===== config.mk =====
export PLATFORM = sky130hd
export DESIGN_NAME = uart_rx_deserializer
export DESIGN_NICKNAME = d
export VERILOG_FILES = /design/src/rtl/uart_pkg.sv /design/src/rtl/uart_rx_data_sampler.sv /design/src/rtl/uart_rx_deserializer.sv
export SDC_FILE = /design/constraint.sdc
export NUM_CORES = 1
export LEC_CHECK = 0
export CAP_MARGIN = 20
export CORE_ASPECT_RATIO = 1.25
export CORE_MARGIN = 2
export CORE_UTILIZATION = 35
export DETAILED_ROUTE_END_ITERATION = 8
export REMOVE_ABC_BUFFERS = 1
export SETUP_SLACK_MARGIN = 0.4
export SYNTH_ARGS = -nofsm -noshare
export SYNTH_HDL_FRONTEND = slang
export SYNTH_SLANG_ARGS = --single-unit
export TNS_END_PERCENT = 50

===== constraint.sdc =====
create_clock -name i_clk -period 1.7 [get_ports i_clk]
set_input_delay 0.17 -clock i_clk [delete_from_list [all_inputs] [get_ports i_clk]]
set_output_delay 0.17 -clock i_clk [all_outputs]
set_load 0.02 [all_outputs]

===== src/rtl/uart_pkg.sv =====
// uart_pkg: encodings and defaults shared by the UART RX and TX paths.
// Holds the RX FSM state encoding, default frame geometry and a vote helper.
package uart_pkg;

    localparam int UART_DATA_WIDTH = 8;
    localparam int UART_PRESCALE   = 8;

    localparam logic [2:0] RX_ST_IDLE   = 3'd0;
    localparam logic [2:0] RX_ST_START  = 3'd1;
    localparam logic [2:0] RX_ST_DATA   = 3'd2;
    localparam logic [2:0] RX_ST_PARITY = 3'd3;
    localparam logic [2:0] RX_ST_STOP   = 3'd4;

    typedef enum logic [2:0] {
        ST_IDLE   = RX_ST_IDLE,
        ST_START  = RX_ST_START,
        ST_DATA   = RX_ST_DATA,
        ST_PARITY = RX_ST_PARITY,
        ST_STOP   = RX_ST_STOP
    } rx_state_e;

    function automatic logic maj3(input logic [2:0] s);
        return (s[0] & s[1]) | (s[0] & s[2]) | (s[1] & s[2]);
    endfunction

endpackage


===== src/rtl/uart_rx_data_sampler.sv =====
// uart_rx_data_sampler: per-bit tick counter, three mid-bit samples and
// majority vote for the UART receiver.
// Ports: i_clk, i_rst (async active-low), i_active (frame in progress),
//   i_rx_s (synchronized line); o_tick_last (last tick of a bit),
//   o_vote_first (first tick with a valid vote), o_vote_valid, o_vote.
module uart_rx_data_sampler
    import uart_pkg::*;
#(
    parameter int PRESCALE = UART_PRESCALE,
    parameter int TICK_W   = $clog2(PRESCALE)
) (
    input  logic i_clk,
    input  logic i_rst,
    input  logic i_active,
    input  logic i_rx_s,
    output logic o_tick_last,
    output logic o_vote_first,
    output logic o_vote_valid,
    output logic o_vote
);

    // With PRESCALE=4 the nominal vote tick falls past the bit end, so the
    // vote is taken on the last tick using the live third sample.
    localparam int  VOTE_I = (PRESCALE / 2 + 2 > PRESCALE - 1)
                           ? PRESCALE - 1 : PRESCALE / 2 + 2;
    localparam bit  LIVE   = (PRESCALE / 2 + 2 > PRESCALE - 1);

    localparam logic [TICK_W-1:0] TICK_LAST = TICK_W'(PRESCALE - 1);
    localparam logic [TICK_W-1:0] TICK_S0   = TICK_W'(PRESCALE / 2 - 1);
    localparam logic [TICK_W-1:0] TICK_S1   = TICK_W'(PRESCALE / 2);
    localparam logic [TICK_W-1:0] TICK_S2   = TICK_W'(PRESCALE / 2 + 1);
    localparam logic [TICK_W-1:0] TICK_VOTE = TICK_W'(VOTE_I);

    logic [TICK_W-1:0] tick_q, tick_d;
    logic [2:0]        samp_q, samp_d;
    logic [2:0]        vote_in;

    always_comb begin
        tick_d = tick_q;
        samp_d = samp_q;
        if (!i_active || tick_q == TICK_LAST) begin
            tick_d = '0;
        end else begin
            tick_d = tick_q + TICK_W'(1);
        end
        if (i_active) begin
            if (tick_q == TICK_S0) samp_d[0] = i_rx_s;
            if (tick_q == TICK_S1) samp_d[1] = i_rx_s;
            if (tick_q == TICK_S2) samp_d[2] = i_rx_s;
        end
    end

    always_ff @(posedge i_clk or negedge i_rst) begin
        if (!i_rst) begin
            tick_q <= '0;
            samp_q <= 3'b111;
        end else begin
            tick_q <= tick_d;
            samp_q <= samp_d;
        end
    end

    always_comb begin
        vote_in = samp_q;
        if (LIVE && tick_q == TICK_S2) begin
            vote_in[2] = i_rx_s;
        end
    end

    assign o_vote       = maj3(vote_in);
    assign o_tick_last  = i_active && (tick_q == TICK_LAST);
    assign o_vote_first = i_active && (tick_q == TICK_VOTE);
    assign o_vote_valid = i_active && (tick_q >= TICK_VOTE);

endmodule


===== src/rtl/uart_rx_deserializer.sv =====
// uart_rx_deserializer: UART receive path. Synchronizes the line, detects the
// start edge, votes each bit, assembles the word LSB-first, checks stop/parity.
// Ports: i_clk, i_rst (async active-low), i_rx_in (idle-high line);
//   o_data (last good word), o_data_valid / o_stop_err / o_par_err (1-cycle
//   pulses), o_busy (frame in progress).
// Build option: UART_RX_PARITY_EN adds a parity bit between data and stop.
module uart_rx_deserializer
    import uart_pkg::*;
#(
    parameter int DATA_WIDTH = UART_DATA_WIDTH,
    parameter int PRESCALE   = UART_PRESCALE,
    parameter bit PARITY_ODD = 1'b0
) (
    input  logic                  i_clk,
    input  logic                  i_rst,
    input  logic                  i_rx_in,
    output logic [DATA_WIDTH-1:0] o_data,
    output logic                  o_data_valid,
    output logic                  o_stop_err,
    output logic                  o_par_err,
    output logic                  o_busy
);

    localparam int BIT_W = (DATA_WIDTH > 1) ? $clog2(DATA_WIDTH) : 1;
    localparam logic [BIT_W-1:0] BIT_LAST = BIT_W'(DATA_WIDTH - 1);

    if (PRESCALE < 4 || (PRESCALE % 2) != 0) begin : g_bad_prescale
        $error("PRESCALE must be even and >= 4");
    end
    if (DATA_WIDTH < 2) begin : g_bad_width
        $error("DATA_WIDTH must be >= 2");
    end

    logic                  rx_meta_q, rx_meta_d;
    logic                  rx_s_q, rx_s_d;
    logic                  rx_prev_q, rx_prev_d;
    logic                  fall_q, fall_d;
    rx_state_e             state_q, state_d;
    logic [BIT_W-1:0]      bit_cnt_q, bit_cnt_d;
    logic [DATA_WIDTH-1:0] shift_q, shift_d;
    logic [DATA_WIDTH-1:0] data_q, data_d;
    logic                  valid_q, valid_d;
    logic                  stop_err_q, stop_err_d;
`ifdef UART_RX_PARITY_EN
    logic                  par_bad_q, par_bad_d;
    logic                  par_err_q, par_err_d;
`else
    logic                  unused_par_cfg;
`endif

    logic active;
    logic tick_last;
    logic vote_first;
    logic vote_valid;
    logic vote;
    logic stop_ok;

    assign active = (state_q != ST_IDLE);

    uart_rx_data_sampler #(
        .PRESCALE (PRESCALE)
    ) u_sampler (
        .i_clk        (i_clk),
        .i_rst        (i_rst),
        .i_active     (active),
        .i_rx_s       (rx_s_q),
        .o_tick_last  (tick_last),
        .o_vote_first (vote_first),
        .o_vote_valid (vote_valid),
        .o_vote       (vote)
    );

    // Falling edge is registered once more, so an idle line that stays low
    // after a bad stop bit never produces a fresh start.
    always_comb begin
        rx_meta_d = i_rx_in;
        rx_s_d    = rx_meta_q;
        rx_prev_d = rx_s_q;
        fall_d    = rx_prev_q & ~rx_s_q;
    end

    assign stop_ok = vote_valid & vote;

    always_comb begin
        state_d    = state_q;
        bit_cnt_d  = bit_cnt_q;
        shift_d    = shift_q;
        data_d     = data_q;
        valid_d    = 1'b0;
        stop_err_d = 1'b0;
`ifdef UART_RX_PARITY_EN
        par_bad_d  = par_bad_q;
        par_err_d  = 1'b0;
`endif
        unique case (state_q)
            ST_IDLE: begin
                if (fall_q) begin
                    state_d = ST_START;
                end
            end
            ST_START: begin
                bit_cnt_d = '0;
`ifdef UART_RX_PARITY_EN
                par_bad_d = 1'b0;
`endif
                if (vote_first && vote) begin
                    state_d = ST_IDLE;
                end else if (tick_last) begin
                    state_d = ST_DATA;
                end
            end
            ST_DATA: begin
                if (vote_first) begin
                    shift_d = {vote, shift_q[DATA_WIDTH-1:1]};
                end
                if (tick_last) begin
                    if (bit_cnt_q == BIT_LAST) begin
`ifdef UART_RX_PARITY_EN
                        state_d = ST_PARITY;
`else
                        state_d = ST_STOP;
`endif
                    end else begin
                        bit_cnt_d = bit_cnt_q + BIT_W'(1);
                    end
                end
            end
`ifdef UART_RX_PARITY_EN
            ST_PARITY: begin
                if (vote_first) begin
                    par_bad_d = vote ^ (^shift_q) ^ PARITY_ODD;
                end
                if (tick_last) begin
                    state_d = ST_STOP;
                end
            end
`endif
            ST_STOP: begin
                if (tick_last) begin
                    if (!stop_ok) begin
                        stop_err_d = 1'b1;
`ifdef UART_RX_PARITY_EN
                    end else if (par_bad_q) begin
                        par_err_d = 1'b1;
`endif
                    end else begin
                        data_d  = shift_q;
                        valid_d = 1'b1;
                    end
                    // A start edge seen on the final stop tick is a
                    // zero-gap back-to-back frame.
                    state_d = fall_q ? ST_START : ST_IDLE;
                end
            end
            default: begin
                state_d = ST_IDLE;
            end
        endcase
    end

    always_ff @(posedge i_clk or negedge i_rst) begin
        if (!i_rst) begin
            rx_meta_q  <= 1'b1;
            rx_s_q     <= 1'b1;
            rx_prev_q  <= 1'b1;
            fall_q     <= 1'b0;
            state_q    <= ST_IDLE;
            bit_cnt_q  <= '0;
            shift_q    <= '0;
            data_q     <= '0;
            valid_q    <= 1'b0;
            stop_err_q <= 1'b0;
`ifdef UART_RX_PARITY_EN
            par_bad_q  <= 1'b0;
            par_err_q  <= 1'b0;
`endif
        end else begin
            rx_meta_q  <= rx_meta_d;
            rx_s_q     <= rx_s_d;
            rx_prev_q  <= rx_prev_d;
            fall_q     <= fall_d;
            state_q    <= state_d;
            bit_cnt_q  <= bit_cnt_d;
            shift_q    <= shift_d;
            data_q     <= data_d;
            valid_q    <= valid_d;
            stop_err_q <= stop_err_d;
`ifdef UART_RX_PARITY_EN
            par_bad_q  <= par_bad_d;
            par_err_q  <= par_err_d;
`endif
        end
    end

    assign o_data       = data_q;
    assign o_data_valid = valid_q;
    assign o_stop_err   = stop_err_q;
    assign o_busy       = active;
`ifdef UART_RX_PARITY_EN
    assign o_par_err    = par_err_q;
`else
    assign o_par_err      = 1'b0;
    assign unused_par_cfg = PARITY_ODD;
`endif

endmodule


## After elaboration in Yosys (flattened, before gate mapping)

Index checks and enable logic that the tools add are counted.

| cells by class | value |
|---|---|
| add/sub/neg operators | 2 |
| order comparisons | 1 |
| equality and inequality tests | 15 |
| muxes and demuxes | 18 |
| bitwise operators | 8 |
| reductions and logical operators | 16 |

Operator list:

| operator | count |
|---|---|
| two-way mux 3 bit | 9 |
| equality test 3 bit (second input constant) | 6 |
| one-hot mux 3 bit (4 select lines) | 1 |
| inequality test 2 bit (second input constant) | 5 |
| AND reduction 2 bit | 4 |
| two-way mux 1 bit | 7 |
| adder 3 x 1 -> 3 bit (second input constant) | 2 |
| equality test 3 x 2 -> 1 bit (second input constant) | 2 |
| one-hot mux 3 bit (2 select lines) | 1 |
| AND reduction 3 bit | 2 |
| bitwise AND 1 bit | 5 |
| AND reduction 5 bit | 1 |
| logical AND 1 bit | 4 |
| equality test 3 x 1 -> 1 bit (second input constant) | 1 |
| >= comparator 3 bit (second input constant) | 1 |
| zero test 3 bit | 1 |
| inequality test 3 bit (second input constant) | 1 |
| nonzero test 3 bit | 1 |
| OR 1 bit | 2 |
| nonzero test 2 bit | 1 |
| zero test 1 bit | 1 |
| logical OR 1 bit | 1 |
| inverter 1 bit | 1 |

| word-level totals | value |
|---|---|
| register bits | 34 |
| input port bits | 3 |
| word-level logic and storage cells | 74 |

## Longest topological paths before layout

Gate-level depths: netlist of the first run.

| logic depth | value |
|---|---|
| depth in word-level cells | 7 |
| mapped depth | 6 |
| gate-level depth less buffers | 5 |

## By module

From an unflattened synthesis of the first run, not the netlist that was laid out.

| unflattened totals | value |
|---|---|
| cell total of the unflattened synthesis | 116 |
| area total of the unflattened synthesis | 1511.4 µm² |

By module, submodules not included:

| module | instances | cells an instance | area each (µm²) |
|---|---|---|---|
| uart_rx_deserializer | 1 | 86 | 1172.4 |
| uart_rx_data_sampler | 1 | 30 | 339.1 |

## Worst setup path after synthesis of the first run

No wires, ideal clock.

| path | value |
|---|---|
| kind | flip-flop to flip-flop |
| start point | reg u_sampler.tick_q[0] |
| end point | reg data_q[0], in the netlist o_data[0] |
| arrival | 1.557 ns |
| data required time | 1.572 ns |
| setup slack | 0.015 ns |
| stages on the path, launching flop included | 7 |
| path buffers | 1 |
| clock period less this slack | 1.685 ns |
| cell sequence | dfrtp_1 -> ha_1 -> ha_1 -> buf_2 -> nand4bb_1 -> nand3b_4 -> mux2_1 |

| on the way | value |
|---|---|
| word-level cells in the longest chain between the ends | 4 |
| elaborated cells between the ends (all ways) | 6 |

RTL lines:

| what | line | source |
|---|---|---|
| start: declaration | uart_rx_data_sampler.sv:34 | `logic [TICK_W-1:0] tick_q, tick_d;` |
| start signal: assignment | uart_rx_data_sampler.sv:58 | `tick_q <= tick_d;` |
| >= comparator 3 bit | uart_rx_data_sampler.sv:73 | `assign o_vote_valid = i_active && (tick_q >= TICK_VOTE);` |
| logical AND 1 bit | uart_rx_data_sampler.sv:73 |  |
| bitwise AND 1 bit | uart_rx_deserializer.sv:82 | `assign stop_ok = vote_valid & vote;` |
| AND reduction 3 bit (no line) (*) | n/a |  |
| end signal: assignment | uart_rx_deserializer.sv:185 | `data_q <= data_d;` |
| end: declaration | uart_rx_deserializer.sv:41 | `logic [DATA_WIDTH-1:0] data_q, data_d;` |

Every way passes the cells marked *; elsewhere a longest branch is shown, timed or not.
A chain may end at the register's enable or synchronous reset.

## Final worst setup path of the first run

| path | value |
|---|---|
| start point | reg u_sampler.tick_q[1] |
| end point | reg data_q[1], in the netlist o_data[1] |

Same word-level chain as after synthesis.

==> impl_metrics.py, run 1 <==
metrics = {
    "timing": {
        "setup_slack_ns": 0.125,
        "post-route-min-period_ns": 1.58,
        "hold_violations": 0,
        "period_share": 0.927,
        "max_clock_freq_ghz": 0.635,
        "fin_skew_ns": 0.00832,
        "maxSlewViolCount": 0,
        "rsz0062_at_grt": "true",
        "setup_viol": 0,
    },
    "routing": {
        "wl_per_cell_um": 14.5,
        "routed-wl-met2_mm": 1.67,
        "viasPerCell": 4.74,
        "met3_length_um": 84,
        "dr.pass1.iters": 4,
        "drt-met1-wl_mm": 1.26,
        "wirelength_mm": 3.06,
        "drc_errors": 0,
        "antenna_left": 0,
        "vias": 1001,
        "top_layer": "met4",
        "drt_iter0_markers": 42,
    },
    "floorplan": {
        "die_h_um": 78.8,
        "rows": 27,
        "io_pins": 15,
        "fp.dieW_um": 63.8,
        "core_sq_mm": 0.00436,
        "initial_core_util": 0.359,
        "die_area_sq_mm": 0.00503,
    },
    "synth": {
        "syn_avg_cell_area_sq_um": 14.0,
        "netlist_instances": 112,
        "ys_types": 33,
        "synth-edff-count": 0,
        "ys_warn_count": 0,
        "synth-main-ff-cell": "dfrtp_1",
        "ys_seq_elements": 34,
        "synthesis.area_sq_mm": 0.00157,
        "synth_seq_area_share": 0.548,
        "synthArstFlopShare": 1.00,
    },
    "cells_and_area": {
        "syn2layout_area_growth_pct": 39.1,
        "n_antenna_cell": 0,
        "nNetsFinal": 163,
        "stdcell_count": 211,
        "final_layout_size_suffix_gt1_frac": 0.503,
        "fin_area_sq_mm": 0.00218,
    },
    "power": {
        "pwr-share-comb": 0.331,
        "leakage_uw": 0.00102,
        "p_clk_frac": 0.249,
        "power_density_mw_per_mm2": 1130,
        "power.share.sequential": 0.420,
        "switching_share": 0.321,
        "switching_power_uw": 789,
        "design_power_total_uw": 2460,
        "internal_power_uw": 1670,
        "vdd_drop_max_uv": 522,
    },
    "global_routing": {
        "overflow": 0,
        "grt_pass1_vias": 1061,
        "grt_usage": 0.130,
        "grt_pass1_wl_mm": 5.02,
        "grt_max_degree": 35,
        "antenna_found_initial": 0,
    },
    "hold_path": {
        "min_path_type": "input port to async pin",
    },
    "cts": {
        "htree_levels": 2,
        "clock_latency_ns": 0.29,
        "cts_made_buffers": 5,
        "clock_path_buffers": 2,
        "cts_root_buf": "clkbuf_8",
        "clock-sinks": 34,
        "ctsHoldBuffers": 0,
        "clkTransAtPathRegs_ns": 0.07,
        "cts_tree": "done",
    },
    "critical_path": {
        "critPathKind": "register to register",
        "crit_path_start_kind": "register",
        "path_max_fanout": 5,
        "critPathCaptureType": "register",
        "arrival_ns": 1.74,
        "required_ns": 1.87,
    },
    "placed_design": {
        "dp.cells": 186,
        "dp_hpwl_mm": 1.72,
        "port_buffers": 13,
        "dpl_cell_area_sq_mm": 0.00178,
        "gp_congestion": 0.714,
        "pre_cts_ws_ns": -0.0267,
    },
    "job": {
        "cap_violations": 0,
    },
    "outcome": {
        "outcome": "finished, final reports clean",
    },
}
## cells by family after synthesis
logic type,after synthesis,synth area share
flip-flops,34,0.548
other,1,0.00239
AND/OR/NAND/NOR,24,0.117
buffers and inverters,14,0.0519
multiplexers,22,0.176
adder cells (fa/ha/maj),9,0.0703
AO/OA/AOI/OAI,8,0.0351
## area by class of cell
| cell class | instances | area (sq um) |
|---|---|---|
| fill | 371 | 2180 |
| sequential | 34 | 862 |
| multi-input combinational | 65 | 807 |
| timing repair buffer | 37 | 309 |
| clock buffer | 7 | 86.3 |
| tap | 58 | 72.6 |
| inverter | 9 | 36.3 |
| clock inverter | 1 | 5.00 |
## critical path: stages, from the launching register on
cell       delay, ns
dfrtp_1         0.40
ha_4            0.17
ha_4            0.19
nand4bb_4       0.13
nand3b_4        0.24
mux2_4          0.33
## cells in the final DEF, fill, tap and decap left out, drive strengths merged, types with 2 or more instances in the layout
| cell | netlist | final |
|---|---|---|
| nand2 | 3 | 3 |
| mux2i | 2 | 2 |
| and3 | 3 | 3 |
| nand3b | 1 | 2 |
| nand3 | 4 | 4 |
| clkdlybuf4s50 | 0 | 12 |
| nand4bb | 2 | 2 |
| mux2 | 20 | 20 |
| ha | 8 | 8 |
| nor3 | 3 | 3 |
| buf | 5 | 24 |
| inv | 9 | 9 |
| dfstp | 6 | 6 |
| a21oi | 5 | 5 |
| clkbuf | 0 | 8 |
| dfrtp | 28 | 28 |
| nor2b | 3 | 3 |
## per-stage QoR
step                setup TNS, ns  utilization  hold WS [ns]
floorplan                       0            -        -0.126
global placement                0        0.409         0.346
detailed placement         -0.156        0.409         0.350
CTS                             0        0.479         0.286
global route                    0        0.500         0.276
finish                          0        0.500         0.285
## Yosys cell counts (2+ instances only)
| master | number | share of area |
|---|---|---|
| nor3_1 | 2 | 0.0064 |
| dfrtp_1 | 28 | 0.45 |
| inv_1 | 8 | 0.019 |
| ha_1 | 8 | 0.064 |
| dfstp_2 | 6 | 0.10 |
| nand4bb_1 | 2 | 0.014 |
| mux2i_1 | 2 | 0.013 |
| mux2_1 | 12 | 0.086 |
| and3_1 | 2 | 0.0080 |
| mux2_4 | 8 | 0.077 |
| buf_4 | 3 | 0.014 |
| nand3_1 | 4 | 0.013 |
| nor2b_1 | 2 | 0.0080 |
| a21oi_1 | 4 | 0.013 |
| nand2_1 | 3 | 0.0072 |
## final timing paths
check,start,end,slack [ns],cells after the start
min in group i_clk,i_rx_in,rx_meta_q$_DFF_PN1_,0.29,1
max,u_sampler.tick_q[1]$_DFF_PN0_,o_data[1]$_DFFE_PN0P_,0.12,5
min,i_rst,state_q[0]$_DFFE_PN0P_,0.29,2
min reg2reg,rx_meta_q$_DFF_PN1_,rx_prev_d$_DFF_PN1_,0.36,0
max in group asynchronous,i_rst,rx_meta_q$_DFF_PN1_,1.08,2
max reg2reg,u_sampler.tick_q[1]$_DFF_PN0_,o_data[1]$_DFFE_PN0P_,0.12,5
## power by group through the flow
stage,clock network [uW],registers (uW),logic [uW]
detailed placement,0,1020,557
global route,670,1040,880
floorplan,0,1030,332
finish,611,1030,813
CTS,622,1010,728
global placement,0,1010,549
## layer usage
metal  vias up  track usage
met2        15        0.218
met1       515        0.157
li1        465            -
met3         6       0.0297
met5         -            0
met4         0       0.0652
## sequential cells by signal, summed over array words and instances, names as in the netlist
name / flops
bit_cnt_q: 3
fall_q: 1
o_data: 8
o_data_valid: 1
o_stop_err: 1
rx_meta_q: 1
rx_prev_d: 1
rx_prev_q: 1
shift_q: 8
state_q: 3
u_sampler.samp_q: 3
u_sampler.tick_q: 3
## repair_timing
item | 4_1_cts | 5_1_grt
cloned | 1 | 0
gates resized for setup | 31 | 7
endpoints found under the hold margin | 0 | 0
pin swaps | 9 | 2
buffers inserted | 9 | 7
setup endpoints to repair | 38 | 38
No activity file was read; power rests on OpenSTA's default activity.
==> run 2: changes to the inputs <==
==> constraint.sdc (replaced) <==
create_clock -name i_clk -period 1.5 [get_ports i_clk]
set_input_delay 0.15 -clock i_clk [delete_from_list [all_inputs] [get_ports i_clk]]
set_output_delay 0.15 -clock i_clk [all_outputs]
set_load 0.02 [all_outputs]
==> impl_metrics.py, run 2 (synthesized netlist as in run 1, its figures left out) <==
metrics = {
    "outcome": {
        "outcome": "complete, but fails checks",
        "violations": "setup timing",
    },
    "cts": {
        "clock_latency_ns": 0.27,
        "cts_root_buf": "clkbuf_8",
        "clock-sinks": 34,
        "clkTransAtPathRegs_ns": 0.06,
        "htree_levels": 2,
        "cts_made_buffers": 5,
        "ctsHoldBuffers": 0,
        "cts_tree": "done",
        "clock_path_buffers": 2,
    },
    "timing": {
        "post-route-min-period_ns": 1.57,
        "rsz0062_at_grt": "true",
        "fin_skew_ns": 0.00404,
        "period_share": 1.04,
        "hold_violations": 0,
        "setup_slack_ns": -0.0673,
        "max_clock_freq_ghz": 0.638,
        "hold_ws_ns": 0.277,
        "maxSlewViolCount": 0,
        "setup_viol": 11,
    },
    "critical_path": {
        "critPathCaptureType": "register",
        "crit_slowest_cell": "dfrtp_1",
        "path_max_fanout": 3,
        "cp_slowest_stage_delay_ns": 0.39,
        "critPathKind": "register to register",
        "arrival_ns": 1.73,
        "crit_top_cell": "ha_4",
        "crit_path_start_kind": "register",
        "crit_chain": "ha_4 > ha_4 > buf_6 > nand4bb_1 > a21oi_2 > mux2_4",
        "required_ns": 1.66,
    },
    "power": {
        "leakage_uw": 0.00104,
        "power_density_mw_per_mm2": 1380,
        "design_power_total_uw": 3010,
        "vdd_drop_max_uv": 657,
    },
    "routing": {
        "drt_iter0_markers": 68,
        "viasPerCell": 4.72,
        "vias": 982,
        "drc_errors": 0,
        "wirelength_mm": 3.06,
        "wl_per_cell_um": 14.7,
        "antenna_left": 0,
        "dr.pass1.iters": 4,
    },
    "global_routing": {
        "gr-usage-met3": 0.0425,
        "grt_usage": 0.132,
        "antenna_found_initial": 0,
        "use_met2": 0.222,
        "grt_max_degree": 35,
        "overflow": 0,
        "grt_pass1_wl_mm": 5.13,
        "grt_pass1_vias": 1088,
        "grt_use_met1": 0.161,
        "grt.busiest_layer": "met2",
    },
    "floorplan": {
        "die_area_sq_mm": 0.00503,
        "io_pins": 15,
        "rows": 27,
        "fp.dieW_um": 63.8,
        "core_sq_mm": 0.00436,
        "initial_core_util": 0.359,
        "die_h_um": 78.8,
    },
    "cells_and_area": {
        "nNetsFinal": 160,
        "n_antenna_cell": 0,
        "syn2layout_area_growth_pct": 39.2,
        "stdcell_count": 208,
        "final_cell_mix": "25 x dfrtp_1, 20 x mux2_4, 19 x buf_4",
        "fill_cells": 365,
        "final_layout_size_suffix_gt1_frac": 0.620,
        "mostFrequentLayoutCell": "dfrtp_1",
    },
    "job": {
        "cap_violations": 0,
    },
    "placed_design": {
        "dp.cells": 194,
        "port_buffers": 13,
        "gp_congestion": 0.777,
        "dp_hpwl_mm": 1.80,
    },
    "hold_path": {
        "min_path_type": "input port to async pin",
    },
}
## run 2: cell types whose count changed in the layout (fill, tap and decap cells not counted), moves of 3 or more
cell	delta
clkdlybuf4s50_1	-10
buf_4	-4
buf_2	+3
clkbuf_2	+3
clkdlybuf4s15_2	+3
mux2_1	-3
mux2_4	+3
## run 2: per-stage QoR
step	util	TNS, ns	setup slack [ns]	cell area, sq um
after global placement	0.423	-1.35	-0.157	1840
after floorplan	-	-1.35	-0.151	1520
after CTS	0.484	-0.337	-0.0500	2110
after global routing	0.500	-1.21	-0.135	2180
after detailed placement	0.423	-1.74	-0.167	1840
final	0.500	-0.474	-0.0673	2180
## run 2: layer usage
metal  up-vias  share of wire
li1        462              -
met1       501           0.41
met2        17           0.55
met3         2          0.034
met4         0         0.0039
met5         -              0
## run 2: path summary, 6_finish.rpt
| kind | depth (start not counted) | end | startpoint | slack (ns) |
|---|---|---|---|---|
| max reg2reg | 6 | bit_cnt_q[0]$_DFFE_PN0P_ | u_sampler.tick_q[1]$_DFF_PN0_ | -0.07 |
| max | 6 | bit_cnt_q[0]$_DFFE_PN0P_ | u_sampler.tick_q[1]$_DFF_PN0_ | -0.07 |
| min | 2 | shift_q[1]$_DFFE_PN0P_ | i_rst | 0.28 |
| max in group asynchronous | 2 | rx_meta_q$_DFF_PN1_ | i_rst | 0.88 |
| min in group i_clk | 1 | rx_meta_q$_DFF_PN1_ | i_rx_in | 0.28 |
| min reg2reg | 0 | rx_prev_d$_DFF_PN1_ | rx_meta_q$_DFF_PN1_ | 0.36 |
## run 2: where the power goes
| group | switching [uW] | total, uW | internal, uW | leakage [uW] |
|---|---|---|---|---|
| registers | 115 | 1170 | 1060 | 0.000441 |
| logic | 547 | 1160 | 616 | 0.000558 |
| clock network | 300 | 674 | 374 | 0.0000455 |
| total | 962 | 3010 | 2050 | 0.00104 |
## run 2: timing repair
action / 4_1_cts / 5_1_grt
setup endpoints to repair: 41 / 38
pin swaps: 12 / 8
setup buffers: 2 / 3
gates resized for setup: 60 / 27
cloned: 1 / 0
## run 2: worst max-delay path, delay by kind of cell (launching register included)
kind                     cells  cell delay [ns]
flip-flops                   1             0.39
AO/OA/AOI/OAI                1             0.20
adder cells (fa/ha/maj)      2             0.32
buffers and inverters        1             0.10
multiplexers                 1             0.31
AND/OR/NAND/NOR              1             0.12
## run 2: area by class of cell
type | instances | area [sq um] | area share
Sequential cell | 34 | 862 | 0.395
Multi-Input combinational cell | 65 | 855 | 0.392
Timing Repair Buffer | 34 | 265 | 0.122
Clock buffer | 8 | 90.1 | 0.0413
Tap cell | 58 | 72.6 | 0.0333
Inverter | 9 | 36.3 | 0.0166
==> run 3: changes to the inputs <==
--- a/config.mk
+++ b/config.mk
@@ -9,6 +9,7 @@
 export CORE_ASPECT_RATIO = 1.25
 export CORE_MARGIN = 2
 export CORE_UTILIZATION = 35
+export CTS_BUF_LIST = sky130_fd_sc_hd__clkbuf_4 sky130_fd_sc_hd__clkbuf_8 sky130_fd_sc_hd__clkbuf_16
 export DETAILED_ROUTE_END_ITERATION = 8
 export REMOVE_ABC_BUFFERS = 1
 export SETUP_SLACK_MARGIN = 0.4
==> impl_metrics.py, run 3 (synthesized netlist as in run 1, its figures left out) <==
metrics = {
    "outcome": {
        "outcome": "complete, but fails checks",
        "violations": "setup timing",
    },
    "cells_and_area": {
        "final_cell_mix": "25 x dfrtp_1, 20 x mux2_4, 19 x buf_4",
        "fill_cells": 366,
        "final_layout_size_suffix_gt1_frac": 0.633,
        "mostFrequentLayoutCell": "dfrtp_1",
        "nNetsFinal": 160,
        "multi_input_area_sq_um": 855,
        "n_antenna_cell": 0,
        "regArea_sq_um": 862,
        "fin_area_sq_mm": 0.00218,
        "final_util": 0.501,
        "syn2layout_area_growth_pct": 39.3,
    },
    "critical_path": {
        "r2r-end": "bit_cnt_q[0]$_DFFE_PN0P_",
        "crit_top_cell": "ha_4",
        "worst-path-stages": 6,
        "crit_path_start": "u_sampler.tick_q[1]$_DFF_PN0_",
        "cp_top_family": "flip-flops",
        "arrival_ns": 1.73,
        "crit_chain": "ha_4 > ha_4 > buf_6 > nand4bb_1 > a21oi_2 > mux2_4",
        "reg2reg_from": "u_sampler.tick_q[1]$_DFF_PN0_",
        "cp-endpoint": "bit_cnt_q[0]$_DFFE_PN0P_",
        "r2r_setup_slack_ns": -0.07,
        "crit_path_start_kind": "register",
        "critPathCaptureType": "register",
        "cp_slowest_stage_delay_ns": 0.39,
        "path_max_fanout": 3,
        "crit_slowest_cell": "dfrtp_1",
        "crit_buf_inv": 1,
        "required_ns": 1.66,
        "worst_r2r_path_depth": 6,
        "critPathKind": "register to register",
    },
    "floorplan": {
        "rows": 27,
        "core_sq_mm": 0.00436,
        "die_h_um": 78.8,
        "initial_core_util": 0.359,
        "io_pins": 15,
        "fp.dieW_um": 63.8,
        "die_area_sq_mm": 0.00503,
    },
    "routing": {
        "vias": 984,
        "wirelength_mm": 3.09,
        "antenna_left": 0,
        "viasPerCell": 4.73,
        "drt_iter0_markers": 68,
        "dr.pass1.iters": 4,
        "wl_per_cell_um": 14.8,
        "drc_errors": 0,
    },
    "placed_design": {
        "gp_congestion": 0.777,
        "dp_hpwl_mm": 1.80,
        "port_buffers": 13,
        "dpl_cell_area_sq_mm": 0.00184,
    },
    "job": {
        "cap_violations": 0,
    },
    "cts": {
        "clock_path_buffers": 2,
        "clock_latency_ns": 0.28,
        "cts_root_buf": "clkbuf_8",
        "clkTransAtPathRegs_ns": 0.06,
        "ctsHoldBuffers": 0,
        "htree_levels": 2,
        "cts_made_buffers": 5,
        "clock-sinks": 34,
        "cts_tree": "done",
    },
    "timing": {
        "period_share": 1.04,
        "setup_viol": 11,
        "rsz0062_at_grt": "true",
        "setup_slack_ns": -0.0673,
        "maxSlewViolCount": 0,
        "fin_skew_ns": 0.00556,
        "max_clock_freq_ghz": 0.638,
        "hold_violations": 0,
        "post-route-min-period_ns": 1.57,
    },
    "global_routing": {
        "antenna_found_initial": 0,
        "grt_usage": 0.132,
        "grt_pass1_wl_mm": 5.13,
        "overflow": 0,
        "grt_max_degree": 35,
        "grt_pass1_vias": 1088,
    },
    "hold_path": {
        "min_path_type": "input port to register",
    },
    "power": {
        "design_power_total_uw": 3050,
        "leakage_uw": 0.00105,
        "vdd_drop_max_uv": 658,
        "power_density_mw_per_mm2": 1400,
    },
}
-- run 3: metal layers --
metal  vias to the layer above  global-route usage  wire length (um)
met5                         -                   0                 0
met2                        17               0.222              1680
li1                        462                   -                 -
met1                       503               0.161              1280
met3                         2              0.0425               107
met4                         0              0.0391                12
-- run 3: repair_timing --
item                                    in CTS  in global routing
endpoints found under the setup margin      41                 39
buffers inserted                             2                  3
resized for setup                           60                 28
gates cloned                                 1                  0
pin swaps                                   12                  8
-- run 3: how the worst min path moves through the flow --
stage | startpoint | end | slack (ns) | depth (start not counted)
6_report | i_rx_in | rx_meta_q$_DFF_PN1_ | 0.28 | 1
4_1_cts | i_rx_in | rx_meta_q$_DFF_PN1_ | 0.26 | 1
3_5_place_dp | rx_meta_q$_DFF_PN1_ | rx_prev_d$_DFF_PN1_ | 0.35 | 0
5_1_grt | i_rx_in | rx_meta_q$_DFF_PN1_ | 0.28 | 1
3_3_place_gp | rx_meta_q$_DFF_PN1_ | rx_prev_d$_DFF_PN1_ | 0.35 | 0
2_1_floorplan | i_rst | bit_cnt_q[0]$_DFFE_PN0P_ | -0.15 | 0
-- run 3: area by class of cell --
type / instances / share of cell area
Clock buffer: 8 / 0.0447
Inverter: 9 / 0.0166
Multi-Input combinational cell: 65 / 0.392
Sequential cell: 34 / 0.395
Tap cell: 58 / 0.0333
Timing Repair Buffer: 34 / 0.119
-- run 3: report_power, final --
part | internal [uW] | switching (uW)
registers | 1060 | 116
logic | 616 | 547
clock network | 410 | 303
total | 2090 | 966
-- run 3: metrics by stage --
| step | setup TNS [ns] | hold WS (ns) | cells | worst slack [ns] |
|---|---|---|---|---|
| after detailed placement | -1.74 | 0.347 | 194 | -0.167 |
| final | -0.468 | 0.276 | 208 | -0.0673 |
| after CTS | -0.336 | 0.263 | 205 | -0.0500 |
| after floorplan | -1.35 | -0.146 | 107 | -0.151 |
| after global placement | -1.35 | 0.346 | 194 | -0.157 |
| after global routing | -1.21 | 0.279 | 208 | -0.135 |
==> edit 1 (config.mk and constraints of run 1) <==
Set the package constant `UART_PRESCALE` to 16 (it was 8).
--- a/src/rtl/uart_pkg.sv
+++ b/src/rtl/uart_pkg.sv
@@ -5,3 +5,3 @@
     localparam int UART_DATA_WIDTH = 8;
-    localparam int UART_PRESCALE   = 8;
+    localparam int UART_PRESCALE   = 16;
 
Formal check against the unedited RTL: no difference found for any inputs over 10 cycles, from zero or initial values and one cycle with i_rst low; that may be too few to reach the edited logic, so the function may still have changed.
==> edit 1 against run 1 <==
- the run now ends with negative setup slack left
- maximum frequency decreased by 16%
- total power up 13%
- first-iteration DRC count shrank 38%
- wire length shrank 1.2%
- sequential cell count rose by 1
- critical path depth did not move
- clock power rose by 45%
- setup slack worse by 0.30 ns
- clock skew fell by 0.0028 ns
- area after synthesis decreased by 1.1%
- final area decreased by 0.34%
- critical path type unchanged
- largest power group unchanged
==> edit 1: results (changes against run 1) <==
Status -> finished, violations left (was finished, final reports clean)
Violated checks -> negative setup slack
Register area share after synthesis -> 57.03% (was 54.79%)
Number of global-route vias before repair -> 1129 (was 1061)
Placement Cell Area -> 1863 um^2 (was 1782 um^2)
Non-Filler Instances -> 221 (was 211)
Dpl hpwl -> 2.057 mm (was 1.722 mm)
Adder-cell area share of the yosys netlist -> 5.493% (was 7.029%)
Top cells by count, synth -> dfrtp_1 (29), mux2_2 (11), mux2_4 (8), nand2_1 (8), inv_1 (7) (was dfrtp_1 (28), mux2_1 (12), ha_1 (8), inv_1 (8), mux2_4 (8))
Ratio of cells with drive above 1 in the final layout -> 44.17% (was 50.33%)
Compound-gate portion of the synthesized area -> 3.312% (was 3.514%)
Cell count after synthesis -> 119 (was 112)
Clock skew -> 0.005475 ns (was 0.008315 ns)
Multi-input combinational area share -> 32.28% (was 37.05%)
Critical-path top delay cell -> dfstp_2 (was dfrtp_1)
XOR/XNOR Fraction of Synth Area -> 0.5654% (was 0%)
#MultiIn Comb -> 74 (was 65)
Final Wtd Congestion -> 0.7519 (was 0.7142)
Crit Reg-Reg Endpoint -> o_data[0]$_DFFE_PN0P_ (was o_data[1]$_DFFE_PN0P_)
First-pass GRT wire length -> 5.299 mm (was 5.016 mm)
Iteration-0 DRC count of the detailed router -> 26 (was 42)
Min Hold Slack -> 0.2857 ns (was 0.2853 ns)
Final nets -> 171 (was 163)
Placed insts -> 205 (was 186)
Non-clock buffers -> 39 (was 37)
Worst R2R Start -> u_sampler.samp_q[2]$_DFFE_PN1P_ (was u_sampler.tick_q[1]$_DFF_PN0_)
Peak per-stage delay on the critical path -> 0.54 ns (was 0.40 ns)
Setup-failing EPs final -> 9 (was 0)
Final worst setup slack -> -0.1773 ns (was 0.1249 ns)
CP max FO -> 9 (was 5)
Number of distinct library cells after synthesis -> 35 (was 33)
Leak -> 1.116 nW (was 1.024 nW)
Fillers -> 418 (was 371)
Data buffer area share -> 16.20% (was 14.19%)
Num sequential -> 35 (was 34)
WL final -> 3.023 mm (was 3.060 mm)
[edit 1: changes by cell type in the layout (fill, tap and decap cells not counted), moves of 4 or more]
cell / run 1 / this run
buf_6: 1 / 11
dfrtp_1: 25 / 29
dlygate4sd2_1: 0 / 10
ha_4: 4 / 0
buf_4: 23 / 16
clkdlybuf4s50_1: 12 / 2
nand2_1: 3 / 8
[edit 1: how the worst max path moves through the flow]
stage                                                from                    end  cells after the start
after floorplan             u_sampler.tick_q[0]$_DFF_PN0_  o_data[0]$_DFFE_PN0P_                      4
after global placement    u_sampler.samp_q[2]$_DFFE_PN1P_  o_data[0]$_DFFE_PN0P_                      5
after detailed placement  u_sampler.samp_q[2]$_DFFE_PN1P_  o_data[0]$_DFFE_PN0P_                      5
after CTS                 u_sampler.samp_q[2]$_DFFE_PN1P_  o_data[5]$_DFFE_PN0P_                      5
after global routing      u_sampler.samp_q[2]$_DFFE_PN1P_  o_data[5]$_DFFE_PN0P_                      5
final                     u_sampler.samp_q[2]$_DFFE_PN1P_  o_data[0]$_DFFE_PN0P_                      5
[edit 1: timing repair]
action / in CTS / in global routing
pin swaps: 6 / 5
gates resized for setup: 37 / 11
setup endpoints to repair: 39 / 30
setup buffers: 5 / 3
[edit 1: through the flow]
stage / util (%) / setup TNS, ns
after floorplan: - / -1.811
after global placement: 43.08 / -1.079
after detailed placement: 43.08 / -1.510
after CTS: 48.73 / -1.372
after global routing: 50.20 / -2.109
final: 50.20 / -1.392
[edit 1: layer usage]
layer,vias up,part of all wire [%],GRT usage (%)
met1,519,39,15.43
met5,-,0,0
met3,7,3.5,4.298
li1,493,-,-
met2,20,55,24.84
met4,0,1.9,5.870
[edit 1: power by group]
group,switching [mW],internal [mW]
Combinational,0.349,0.481
Clock,0.300,0.585
Sequential,0.103,0.950
==> edit 2 (config.mk and constraints of run 1) <==
Without the edit above. Remove the register `valid_q`: a continuous assignment takes its place, so the output `o_data_valid` follows one clock earlier.
--- a/src/rtl/uart_rx_deserializer.sv
+++ b/src/rtl/uart_rx_deserializer.sv
@@ -170,3 +170,2 @@
             data_q     <= '0;
-            valid_q    <= 1'b0;
             stop_err_q <= 1'b0;
@@ -185,3 +184,2 @@
             data_q     <= data_d;
-            valid_q    <= valid_d;
             stop_err_q <= stop_err_d;
@@ -193,2 +191,4 @@
     end
+
+    assign valid_q = valid_d;
 
Behaviour: same outputs for any inputs over 10 cycles, from zero or initial values and one cycle with i_rst low; that may be too few to reach the edited logic, so the function may still have changed.
==> edit 2 against run 1 <==
- die area down 1.5%
- count of clock-buffer cells in the layout up 1
- final area up 6.9%
- total power up 13%
- sequential cell count down 1
- critical path depth up 1
- area after synthesis down 1.6%
- sequential share of layout area down 3.8 points
- setup slack worse by 0.073 ns
- wire length up 9.1%
- critical path type is now flip-flop to output pin
==> edit 2: results (changes against run 1) <==
Status -> finished, final reports clean (unchanged)
Clk network pwr share -> 21.6% (was 24.9%)
Worst EP arrival -> 1.48 ns (was 1.74 ns)
Clock skew -> 0.004991 ns (was 0.008315 ns)
Top cells by area, synth -> dfrtp_1 (44%), dfstp_2 (10%), mux2_1 (8.8%), mux2_4 (7.8%), ha_1 (6.5%) (was dfrtp_1 (45%), dfstp_2 (10%), mux2_1 (8.6%), mux2_4 (7.7%), ha_1 (6.4%))
Worst-Skew Late Latency -> 0.29 ns (about the same)
Register area share after synthesis -> 54.06% (was 54.79%)
Final Power -> 2.776 mW (was 2.457 mW)
Setup crit end -> o_data_valid (was o_data[1]$_DFFE_PN0P_)
P_int -> 1.895 mW (was 1.668 mW)
Ant. Diodes -> 0 (unchanged)
CP startpoint -> u_sampler.tick_q[1]$_DFF_PN0_ (unchanged)
Final nets -> 171 (was 163)
Cell count after synthesis -> 111 (was 112)
GRT Resource Usage Total -> 13.43% (was 13.04%)
Worst R2R Start -> u_sampler.tick_q[0]$_DFF_PN0_ (was u_sampler.tick_q[1]$_DFF_PN0_)
CTS H-tree depth -> 2 (unchanged)
Top cells by count, synth -> dfrtp_1 (27), mux2_1 (12), ha_1 (8), inv_1 (8), mux2_4 (8) (was dfrtp_1 (28), mux2_1 (12), ha_1 (8), inv_1 (8), mux2_4 (8))
Placement Cell Area -> 1809 um^2 (was 1782 um^2)
Per-cell routed wire length -> 15.24 um (was 14.50 um)
Critical-path top delay cell -> dfrtp_1 (unchanged)
First-pass GRT wire length -> 5.009 mm (was 5.016 mm)
I/O Buffers -> 13 (unchanged)
CP top delay family -> flip-flops (unchanged)
Hold Crit Class -> primary input to async pin (unchanged)
Longest Clk Path Bufs -> 2 (unchanged)
GRT met2 Usage -> 22.21% (was 21.77%)
Number of distinct library cells after synthesis -> 33 (unchanged)
Combinational power -> 1.19 mW (was 813 uW)
DP Worst Slack -> -0.1278 ns (was -0.02667 ns)
Iteration-0 DRC count of the detailed router -> 41 (was 42)
Fillers -> 378 (was 371)
DR vias -> 1029 (was 1001)
M3 GR Usage -> 4.728% (was 2.975%)
Reg2reg path depth -> 6 (was 5)
Leak -> 1.246 nW (was 1.024 nW)
Crit Reg-Reg Endpoint -> o_data[0]$_DFFE_PN0P_ (was o_data[1]$_DFFE_PN0P_)
Reg2Reg Setup Slack -> 0.10 ns (was 0.12 ns)
Placed insts -> 192 (was 186)
Dpl hpwl -> 1.844 mm (was 1.722 mm)
Non-Filler Instances -> 219 (was 211)
Period utilization -> 96.96% (was 92.65%)
Number of global-route vias before repair -> 1069 (was 1061)
Met1 usage -> 15.35% (was 15.67%)
CP max FO -> 2 (was 5)
Util after Layout -> 53.88% (was 49.99%)
Worst vdd ir -> 0.8286 mV (was 0.5223 mV)
Final Wtd Congestion -> 0.7629 (was 0.7142)
Ratio of cells with drive above 1 in the final layout -> 60.87% (was 50.33%)
Largest net degree at the start of global routing -> 34 (was 35)
## edit 2: changes by cell type in the layout (fill, tap and decap cells not counted), moves of 4 or more
cell                    run 1  this run
buf_6                       1        16
dlymetal6s2s_1              0         9
clkdlybuf4s50_1            12         2
buf_4                      23        19
## edit 2: per-layer routing
metal	wire, um	vias up
li1	-	480
met1	1391	524
met2	1762	16
met3	118	9
met4	64	0
met5	0	-
## edit 2: kinds of logic (layout without fill, tap and decap cells)
group	count (synthesis)	after routing	share of synthesized area (%)
other	1	1	0.2433
buffers and inverters	14	64	5.275
muxes	22	22	17.86
and+or+nand+nor	24	24	11.85
DFF	33	33	54.06
adders and majority gates	9	9	7.143
AOI/OAI and AO/OA	8	8	3.572
## edit 2: timing repair
item	CTS	global route
resized for setup	30	54
setup buffers	15	4
pin swaps	11	10
setup endpoints to repair	38	40
hold buffers	0	0
## edit 2: worst min path at each step
stage / from / end / slack, ns
after floorplan: i_rst / bit_cnt_q[0]$_DFFE_PN0P_ / -0.13
after global placement: rx_meta_q$_DFF_PN1_ / rx_prev_d$_DFF_PN1_ / 0.35
after detailed placement: rx_meta_q$_DFF_PN1_ / rx_prev_d$_DFF_PN1_ / 0.35
after CTS: i_rx_in / rx_meta_q$_DFF_PN1_ / 0.29
after global routing: i_rx_in / rx_meta_q$_DFF_PN1_ / 0.29
final: i_rst / bit_cnt_q[2]$_DFFE_PN0P_ / 0.29
## edit 2: area by class of cell
class | instances | area share, %
flip-flops and latches | 33 | 35.77
inverters | 9 | 1.665
multi-input cells | 64 | 35.39
well taps | 58 | 3.115
clock buffers | 8 | 3.867
repair buffers | 47 | 20.19
